`config.mk`:
```
export PLATFORM = sky130hd
export DESIGN_NAME = candidate_select_flat
export DESIGN_NICKNAME = d
export VERILOG_FILES = /design/src/rtl/candsel_pkg.sv /design/src/rtl/candsel_if.sv /design/src/rtl/candsel_adder_tree.sv /design/src/rtl/candidate_select.sv /design/src/flat_wrapper.sv
export SDC_FILE = /design/constraint.sdc
export NUM_CORES = 1
export LEC_CHECK = 0
export ABC_AREA = 0
export CAP_MARGIN = 20
export CORE_ASPECT_RATIO = 1.1
export CORE_MARGIN = 1.5
export CORE_UTILIZATION = 56
export CTS_BUF_LIST = sky130_fd_sc_hd__clkbuf_4 sky130_fd_sc_hd__clkbuf_8 sky130_fd_sc_hd__clkbuf_16
export DETAILED_ROUTE_END_ITERATION = 16
export HOLD_SLACK_MARGIN = 0.03
export MAX_ROUTING_LAYER = met4
export PLACE_DENSITY_LB_ADDON = 0.3
export SLEW_MARGIN = 40
export SYNTH_ARGS = -nofsm -noshare
export SYNTH_HDL_FRONTEND = slang
export SYNTH_HIERARCHICAL = 1
export SYNTH_SLANG_ARGS = --single-unit
```
`constraint.sdc`:
```
create_clock -name clk -period 5.58 [get_ports clk]
set_input_delay 1.116 -clock clk [delete_from_list [all_inputs] [get_ports clk]]
set_output_delay 1.116 -clock clk [all_outputs]
set_load 0.1 [all_outputs]
```
`src/rtl/candsel_pkg.sv`:
```
// Shared widths and FSM state for the candidate selector.
// Optional runner-up tracking: CANDSEL_SECOND_BEST_EN.
package candsel_pkg;

    function automatic int awidth(input int a);
        return $clog2(a) + 1;
    endfunction

    function automatic int swidth(input int cw, input int j);
        return cw + $clog2(j) + 1;
    endfunction

    typedef enum logic [1:0] {
        IDLE  = 2'd0,
        ACCUM = 2'd1,
        DRAIN = 2'd2
    } state_t;

endpackage

```
`src/rtl/candsel_if.sv`:
```
// Candidate stream in, best-candidate result out.
// Runner-up signals exist only with CANDSEL_SECOND_BEST_EN.
interface candsel_if #(
    parameter int J     = 14,
    parameter int A     = 2,
    parameter int CW    = 8,
    parameter int CNT_W = 16
);
    import candsel_pkg::*;

    localparam int AWIDTH = awidth(A);
    localparam int SW     = swidth(CW, J);

    logic [J*AWIDTH-1:0] candidate_row;
    logic                candidate_row_tvalid;
    logic                candidate_row_tlast;

    logic [J*AWIDTH-1:0] result_row;
    logic [SW-1:0]       result_score;
    logic [CNT_W-1:0]    result_idx;
    logic                result_tvalid;
    logic                result_tready;
`ifdef CANDSEL_SECOND_BEST_EN
    logic [J*AWIDTH-1:0] second_row;
    logic [SW-1:0]       second_score;
`endif

    modport master (
        output candidate_row, candidate_row_tvalid, candidate_row_tlast,
        output result_tready,
        input  result_row, result_score, result_idx, result_tvalid
`ifdef CANDSEL_SECOND_BEST_EN
        , input second_row, second_score
`endif
    );

    modport slave (
        input  candidate_row, candidate_row_tvalid, candidate_row_tlast,
        input  result_tready,
        output result_row, result_score, result_idx, result_tvalid
`ifdef CANDSEL_SECOND_BEST_EN
        , output second_row, second_score
`endif
    );

endinterface

```
`src/rtl/candsel_adder_tree.sv`:
```
// Sums J per-symbol costs into one registered full-width score.
module candsel_adder_tree
    import candsel_pkg::*;
#(
    parameter int J  = 14,
    parameter int CW = 8,
    localparam int SW = swidth(CW, J)
) (
    input  logic            clk,
    input  logic            rst_n,
    input  logic            in_valid,
    input  logic [J*CW-1:0] costs,
    output logic            out_valid,
    output logic [SW-1:0]   sum
);

    logic [SW-1:0] acc;

    always_comb begin
        acc = '0;
        for (int j = 0; j < J; j++) begin
            acc = acc + SW'(costs[j*CW +: CW]);
        end
    end

    always_ff @(posedge clk) begin
        if (!rst_n) begin
            out_valid <= 1'b0;
            sum       <= '0;
        end else begin
            out_valid <= in_valid;
            if (in_valid) sum <= acc;
        end
    end

endmodule

```
`src/rtl/candidate_select.sv`:
```
// Streams candidate rows, scores them against a cost table, reports the cheapest.
// CANDSEL_SECOND_BEST_EN adds runner-up row/score outputs.
module candidate_select
    import candsel_pkg::*;
#(
    parameter int J     = 14,
    parameter int A     = 2,
    parameter int CW    = 8,
    parameter int CNT_W = 16,
    localparam int AWIDTH = awidth(A),
    localparam int SW     = swidth(CW, J)
) (
    input  logic              clk,
    input  logic              rst_n,
    input  logic [J*A*CW-1:0] cost_table,
    input  logic              cost_tvalid,
    candsel_if.slave          bus,
    input  logic              clr_status,
    output logic              err_sym,
    output logic              overrun
);

    localparam int RW = J * AWIDTH;

    state_t state_q, state_d;
    logic   dcnt_q, dcnt_d;

    logic [J*A*CW-1:0] cost_q;
    logic              beat, first, last;
    logic [CNT_W-1:0]  cur_idx, nxt_idx;
    logic [J*CW-1:0]   lk;
    logic              bad;
    logic [AWIDTH-1:0] sym;

    logic             s1_v, s1_first, s1_last;
    logic [RW-1:0]    s1_row;
    logic [CNT_W-1:0] s1_idx;
    logic [J*CW-1:0]  s1_cost;

    logic             s2_v, s2_first, s2_last;
    logic [RW-1:0]    s2_row;
    logic [CNT_W-1:0] s2_idx;
    logic [SW-1:0]    s2_sum;

    logic [RW-1:0]    best_row;
    logic [SW-1:0]    best_score;
    logic [CNT_W-1:0] best_idx;
    logic             fin_q;

    logic [RW-1:0]    res_row;
    logic [SW-1:0]    res_score;
    logic [CNT_W-1:0] res_idx;
    logic             res_v;

    assign beat    = bus.candidate_row_tvalid;
    assign last    = bus.candidate_row_tlast;
    assign first   = (state_q != ACCUM);
    assign cur_idx = first ? '0 : nxt_idx;

    always_comb begin
        state_d = state_q;
        dcnt_d  = 1'b0;
        unique case (state_q)
            IDLE: if (beat) state_d = last ? DRAIN : ACCUM;
            ACCUM: if (beat && last) state_d = DRAIN;
            DRAIN: begin
                if (beat) state_d = last ? DRAIN : ACCUM;
                else if (dcnt_q) state_d = IDLE;
                else dcnt_d = 1'b1;
            end
            default: state_d = IDLE;
        endcase
    end

    always_ff @(posedge clk) begin
        if (!rst_n) begin
            state_q <= IDLE;
            dcnt_q  <= 1'b0;
            cost_q  <= '0;
        end else begin
            state_q <= state_d;
            dcnt_q  <= dcnt_d;
            if (cost_tvalid && state_q == IDLE) cost_q <= cost_table;
        end
    end

    // Out-of-alphabet symbols cost the maximum and are flagged.
    always_comb begin
        lk  = '0;
        bad = 1'b0;
        sym = '0;
        for (int j = 0; j < J; j++) begin
            sym = bus.candidate_row[j*AWIDTH +: AWIDTH];
            if (int'(sym) >= A) begin
                lk[j*CW +: CW] = '1;
                bad = 1'b1;
            end else begin
                for (int a = 0; a < A; a++) begin
                    if (int'(sym) == a)
                        lk[j*CW +: CW] = cost_q[(j*A+a)*CW +: CW];
                end
            end
        end
    end

    always_ff @(posedge clk) begin
        if (!rst_n) begin
            s1_v     <= 1'b0;
            s1_first <= 1'b0;
            s1_last  <= 1'b0;
            s1_row   <= '0;
            s1_idx   <= '0;
            s1_cost  <= '0;
            nxt_idx  <= '0;
            s2_first <= 1'b0;
            s2_last  <= 1'b0;
            s2_row   <= '0;
            s2_idx   <= '0;
        end else begin
            s1_v <= beat;
            if (beat) begin
                s1_first <= first;
                s1_last  <= last;
                s1_row   <= bus.candidate_row;
                s1_idx   <= cur_idx;
                s1_cost  <= lk;
                nxt_idx  <= (cur_idx == '1) ? cur_idx : cur_idx + 1'b1;
            end
            if (s1_v) begin
                s2_first <= s1_first;
                s2_last  <= s1_last;
                s2_row   <= s1_row;
                s2_idx   <= s1_idx;
            end
        end
    end

    candsel_adder_tree #(.J(J), .CW(CW)) u_tree (
        .clk       (clk),
        .rst_n     (rst_n),
        .in_valid  (s1_v),
        .costs     (s1_cost),
        .out_valid (s2_v),
        .sum       (s2_sum)
    );

`ifdef CANDSEL_SECOND_BEST_EN
    logic          sec_v;
    logic [RW-1:0] sec_row;
    logic [SW-1:0] sec_score;
    logic [RW-1:0] res2_row;
    logic [SW-1:0] res2_score;

    assign bus.second_row   = res2_row;
    assign bus.second_score = res2_score;
`endif

    // Strict less-than keeps the earliest candidate on ties.
    always_ff @(posedge clk) begin
        if (!rst_n) begin
            best_row   <= '0;
            best_score <= '0;
            best_idx   <= '0;
            fin_q      <= 1'b0;
`ifdef CANDSEL_SECOND_BEST_EN
            sec_v      <= 1'b0;
            sec_row    <= '0;
            sec_score  <= '0;
`endif
        end else begin
            fin_q <= s2_v && s2_last;
            if (s2_v) begin
                if (s2_first || s2_sum < best_score) begin
                    best_row   <= s2_row;
                    best_score <= s2_sum;
                    best_idx   <= s2_idx;
`ifdef CANDSEL_SECOND_BEST_EN
                    sec_v     <= !s2_first;
                    sec_row   <= best_row;
                    sec_score <= best_score;
`endif
                end
`ifdef CANDSEL_SECOND_BEST_EN
                else if (!sec_v || s2_sum < sec_score) begin
                    sec_v     <= 1'b1;
                    sec_row   <= s2_row;
                    sec_score <= s2_sum;
                end
`endif
            end
        end
    end

    always_ff @(posedge clk) begin
        if (!rst_n) begin
            res_row   <= '0;
            res_score <= '0;
            res_idx   <= '0;
            res_v     <= 1'b0;
            err_sym   <= 1'b0;
            overrun   <= 1'b0;
`ifdef CANDSEL_SECOND_BEST_EN
            res2_row   <= '0;
            res2_score <= '0;
`endif
        end else begin
            if (fin_q) begin
                res_row   <= best_row;
                res_score <= best_score;
                res_idx   <= best_idx;
                res_v     <= 1'b1;
`ifdef CANDSEL_SECOND_BEST_EN
                res2_row   <= sec_v ? sec_row : '0;
                res2_score <= sec_v ? sec_score : '0;
`endif
            end else if (res_v && bus.result_tready) begin
                res_row   <= '0;
                res_score <= '0;
                res_idx   <= '0;
                res_v     <= 1'b0;
`ifdef CANDSEL_SECOND_BEST_EN
                res2_row   <= '0;
                res2_score <= '0;
`endif
            end
            err_sym <= (beat && bad) || (err_sym && !clr_status);
            overrun <= (fin_q && res_v && !bus.result_tready)
                    || (overrun && !clr_status);
        end
    end

    assign bus.result_row    = res_row;
    assign bus.result_score  = res_score;
    assign bus.result_idx    = res_idx;
    assign bus.result_tvalid = res_v;

endmodule

```
`src/flat_wrapper.sv`:
```
// flat-port wrapper written by rule: the top's interface ports become plain ports
module candidate_select_flat import candsel_pkg::*;
#(
    parameter int J     = 14,
    parameter int A     = 2,
    parameter int CW    = 8,
    parameter int CNT_W = 16,
    localparam int AWIDTH = awidth(A),
    localparam int SW     = swidth(CW, J)
)
  (clk, rst_n, cost_table, cost_tvalid, clr_status, err_sym, overrun, bus_candidate_row, bus_candidate_row_tvalid, bus_candidate_row_tlast, bus_result_tready, bus_result_row, bus_result_score, bus_result_idx, bus_result_tvalid);
  candsel_if #(.J(J), .A(A), .CW(CW), .CNT_W(CNT_W)) bus_i ();
  input  logic clk;
  input  logic rst_n;
  input  logic [J*A*CW-1:0] cost_table;
  input  logic cost_tvalid;
  input  logic clr_status;
  output logic err_sym;
  output logic overrun;
  input wire logic [$bits(bus_i.candidate_row)-1:0] bus_candidate_row;
  input wire logic [$bits(bus_i.candidate_row_tvalid)-1:0] bus_candidate_row_tvalid;
  input wire logic [$bits(bus_i.candidate_row_tlast)-1:0] bus_candidate_row_tlast;
  input wire logic [$bits(bus_i.result_tready)-1:0] bus_result_tready;
  output wire logic [$bits(bus_i.result_row)-1:0] bus_result_row;
  output wire logic [$bits(bus_i.result_score)-1:0] bus_result_score;
  output wire logic [$bits(bus_i.result_idx)-1:0] bus_result_idx;
  output wire logic [$bits(bus_i.result_tvalid)-1:0] bus_result_tvalid;
  assign bus_i.candidate_row = bus_candidate_row;
  assign bus_i.candidate_row_tvalid = bus_candidate_row_tvalid;
  assign bus_i.candidate_row_tlast = bus_candidate_row_tlast;
  assign bus_i.result_tready = bus_result_tready;
  assign bus_result_row = bus_i.result_row;
  assign bus_result_score = bus_i.result_score;
  assign bus_result_idx = bus_i.result_idx;
  assign bus_result_tvalid = bus_i.result_tvalid;
  candidate_select #(.J(J), .A(A), .CW(CW), .CNT_W(CNT_W)) u_core (.clk(clk), .rst_n(rst_n), .cost_table(cost_table), .cost_tvalid(cost_tvalid), .bus(bus_i), .clr_status(clr_status), .err_sym(err_sym), .overrun(overrun));
endmodule
```
==> summary by stage <==
Worst setup path
Together, buffers and inverters on the worst path number 5. The timing endpoint of the critical path is u_core/u_tree/sum[11]. The biggest cell delay along the critical path is ~550 ps. The highest net fanout along the worst path is 4. The register-to-register setup slack is 410 ps. The startpoint of the worst-slack reg-to-reg timing path is u_core/s1_cost[0]. The number of cells on the worst reg-to-reg path is 21.

The critical path starts at u_core/s1_cost[0]. At the worst endpoint, the required time is 6060 ps. The critical path is of the reg -> reg type. The endpoint type of the worst setup path is a flop.

The capture instance of the worst register-to-register path is u_core/u_tree/sum[11]. Counting buffers and inverters, the worst setup path is 21 cells deep. The worst setup path is launched from a flop. The cell with the largest stage delay on the worst path is fa_1. Broken down by cell family, the worst path's largest delay share belongs to adder cells. The data arrival time of the worst path is 5660 ps. The critical path goes through ha_1 -> inv_1 -> fa_1 -> nor2b_1 -> o21ai_1 -> a21oi_1 -> a211oi_1 -> xor2_1 -> fa_1 -> inv_1 -> fa_1 -> inv_1 -> fa_1 -> fa_1 -> inv_1 -> ha_1 -> a211oi_2 -> inv_1 -> o221ai_2 -> nor2_1 -> o41a_1.

Drt
The first-pass iteration count of the detailed router is 7. For this block, the routed nets add up to 63,800 um of wire. Dividing the detail-routed wire length by the instance count gives 17.9 um.

The final route contains 19,572 vias. The post-route antenna net violation count is 0. The number of DRC violations after detailed-routing iteration 0 is 1,303. The number of remaining DRC errors is 0. The average vias per placed instance is 5.48.

GRT
The wire length of the first global-routing pass is just over 100,000 um. The met1 routing resource usage after global routing is 0.347. The remaining global-route overflow is 0.

Entering global routing, the biggest net connects between 100 and 150 pins. The global-route layer with the greatest usage is met2. In the global route stage, met3 resource usage came out at 0.0320. For met2 alone, demand over resource in global routing was 0.492. The initial antenna violation count is 0.

The via count of the first global-routing pass was 19,201. In the global route stage, overall resource usage came out at 0.285.

Logic synthesis
The synthesized area divided by synthesized cell count is 8.99 um^2. Yosys mapped a number of flops with a built-in enable equal to 0. The primary flip-flop cell chosen by synthesis mapping is dfxtp_1. The number of distinct library cells after synthesis is 67. Synthesis inferred between 500 and 600 register bits. The proportion of synthesized chip area in sequential cells is 0.469. In the synthesized netlist the async set-or-reset flop fraction comes to 0. The Yosys step of the flow raised 6 warnings. The cell area that synthesis handed to floorplanning was between 0.02 and 0.025 mm^2. The cell count after synthesis is 2,751. Counting every net in the synthesized netlist gives 3,135.

Placed design
The number of I/O port buffers is 318. The routability congestion estimate from global placement is about 0.86. The post-place setup slack is roughly 470 ps. The half-perimeter wire length after detailed placement is 44,900 um.

Finish
0 antenna diodes ended up in the layout. Once layout is complete, the utilization of the core stands at 0.686. The synthesis-to-finish area growth is 20.6%. The combined area of the multi-input logic cells is about 0.012 mm^2.

The number of nets in the finished design is 3,334. The number of fill cells in the layout is 3,423. The fraction of final layout cells with drive strength greater than 1 is 0.105.

Registers take 0.0116 mm^2.

Floorplanning
The region available for standard cell placement spans 0.0434 mm^2. The horizontal die dimension is 203 um. The floorplan die height is 223 um. The overall die area is 0.0454 mm^2. The row count is 80. The starting utilization of the core area is 0.569. The number of top-level pins is 319.

STA
The number of failing hold endpoints at the final stage is 0. For the final routed database, the setup TNS stands at 0 ps. Static timing analysis puts the maximum clock frequency at 193 MHz. Of the available clock period, the critical path in the final layout requires 0.927. Setup repair after global routing left no endpoint under its margin. The number of endpoints failing setup at the final stage is 0. The worst pin sits at a relative slew slack of 0.470.

The clock tree skew after final layout is 18.3 ps. The final count of pins violating max slew came to 0. For the pin with the worst max-slew slack, the measured transition is 795 ps.

Counting I/O delays and the setup requirement, the final critical path takes around 5200 ps. The setup slack after layout is a little over 400 ps.

CTS
CTS built an H-tree with a depth of 2. The latest clock arrival within the worst-skew pair is 610 ps. Once the clock tree was built, the resizer swapped 0 gates to a different size. Clock tree synthesis found a total of 579 sinks.

Buffers inserted to repair hold after CTS numbered 0. TritonCTS created between 50 and 60 clock buffers. The clock passes through at most 3 buffers. The CTS tree is yes.

The cell sitting at the root of the clock tree is a clkbuf_16. After clock tree synthesis, the clock-pin slew on the worst setup and hold paths is 60 ps. The number of buffers inserted by post-CTS setup repair is 0.

Power
The power density over the cells is 408 mW/mm^2. In this run the static leakage power is 12.1 nW. The highest ir drop seen on vdd is ~0.00049 V.

Job
The max-cap violation count is 0.

Run status
The run finished with clean final reports.

Hold path
The tightest min-delay check is of the reg -> reg type.
sequential cells by signal, summed over array words and instances, names as in the netlist, 28 cells and up:
register,flops
u_core/cost_q,224
u_core/bus.result_row,28
u_core/s2_row,28
u_core/s1_cost,112
u_core/best_row,28
u_core/s1_row,28
stage by stage:
step	instance area [um^2]	hold WS [ps]	power, mW	cells
after floorplan	24700	433	7.28	2751
after global placement	28100	440	8.19	3463
after detailed placement	27900	443	8.27	3467
after CTS	29800	454	12.2	3569
after global routing	29800	470	12.9	3569
final	29800	452	12.2	3569
worst reg2reg max path: stages (launching register included):
cell,delay (ps)
dfxtp_1,340
ha_1,190
inv_1,60
fa_1,400
nor2b_1,140
o21ai_1,90
a21oi_1,220
a211oi_1,90
xor2_1,170
fa_1,550
inv_1,50
fa_1,490
inv_1,50
fa_1,490
fa_1,490
inv_1,40
ha_1,220
a211oi_2,300
inv_1,90
o221ai_2,220
nor2_1,70
o41a_1,300
per-layer routing:
layer / vias to the layer above / share of wire / routed length [um]
li1: 9512 / - / -
met1: 9475 / 0.42 / 27100
met2: 480 / 0.51 / 32400
met3: 105 / 0.038 / 2420
met4: 0 / 0.029 / 1870
met5: - / 0 / 0
power by group:
| part | internal (mW) | switching, mW |
|---|---|---|
| Sequential | 4.35 | 0.142 |
| Clock | 2.34 | 1.59 |
| Combinational | 1.65 | 2.09 |
worst min-delay path by stage:
stage,from,end,slack (ps),cells after the start
after floorplan,u_core/cost_q[104],u_core/cost_q[104],430,2
final,u_core/cost_q[71],u_core/cost_q[71],450,2
after global routing,u_core/cost_q[97],u_core/cost_q[97],470,2
after detailed placement,u_core/cost_q[105],u_core/cost_q[105],440,2
after CTS,u_core/cost_q[104],u_core/cost_q[104],450,2
after global placement,u_core/cost_q[74],u_core/cost_q[74],440,2
layout make-up:
type / instances / share of cell area
Clock buffer: 87 / 0.0587
Clock inverter: 15 / 0.00663
Inverter: 181 / 0.0230
Multi-Input combinational cell: 1799 / 0.394
Sequential cell: 579 / 0.389
Tap cell: 574 / 0.0241
Timing Repair Buffer: 334 / 0.104
cell usage after synthesis, drive strengths merged, types with 12 or more instances:
master,count,area share
mux2,113,0.051
nor2b,12,0.0031
nand2,595,0.090
nor2,211,0.032
clkbuf,159,0.024
o21ai,18,0.0036
mux2i,142,0.057
nand2b,30,0.0076
inv,180,0.027
nand3,17,0.0036
ha,38,0.019
fa,87,0.070
a22o,57,0.020
buf,33,0.0061
dfxtp,579,0.47
a21oi,259,0.053
o22ai,113,0.029
cell families after synthesis:
kind of cell | after synthesis | synth area share
other cells | 1 | 0.000152
flops | 579 | 0.469
buf+inv | 373 | 0.0577
fa+ha+maj | 125 | 0.0896
compound gates | 486 | 0.118
xor+xnor | 9 | 0.00319
mux | 255 | 0.109
simple gates | 923 | 0.153
layout by cell type (no fill, tap or decap), types with 7 or more instances in the layout:
| cell | Yosys | routed |
|---|---|---|
| o22ai_1 | 112 | 112 |
| o21ai_0 | 13 | 13 |
| mux2_2 | 112 | 112 |
| nand2_1 | 595 | 594 |
| clkbuf_8 | 0 | 17 |
| fa_1 | 87 | 87 |
| clkbuf_16 | 0 | 57 |
| a22o_1 | 57 | 57 |
| nor3_1 | 10 | 10 |
| a211oi_1 | 8 | 7 |
| nor2_1 | 210 | 210 |
| nand2b_1 | 30 | 30 |
| dfxtp_1 | 579 | 578 |
| nor2b_1 | 11 | 11 |
| a21oi_1 | 258 | 258 |
| buf_2 | 13 | 60 |
| clkdlybuf4s50_1 | 0 | 256 |
| ha_1 | 38 | 38 |
| inv_1 | 180 | 180 |
| nand3_1 | 16 | 16 |
| clkinv_2 | 0 | 7 |
| buf_4 | 1 | 7 |
| mux2i_1 | 142 | 142 |
| clkbuf_4 | 0 | 14 |
| nand4_1 | 8 | 8 |
Power figures use the tool's default switching activity.
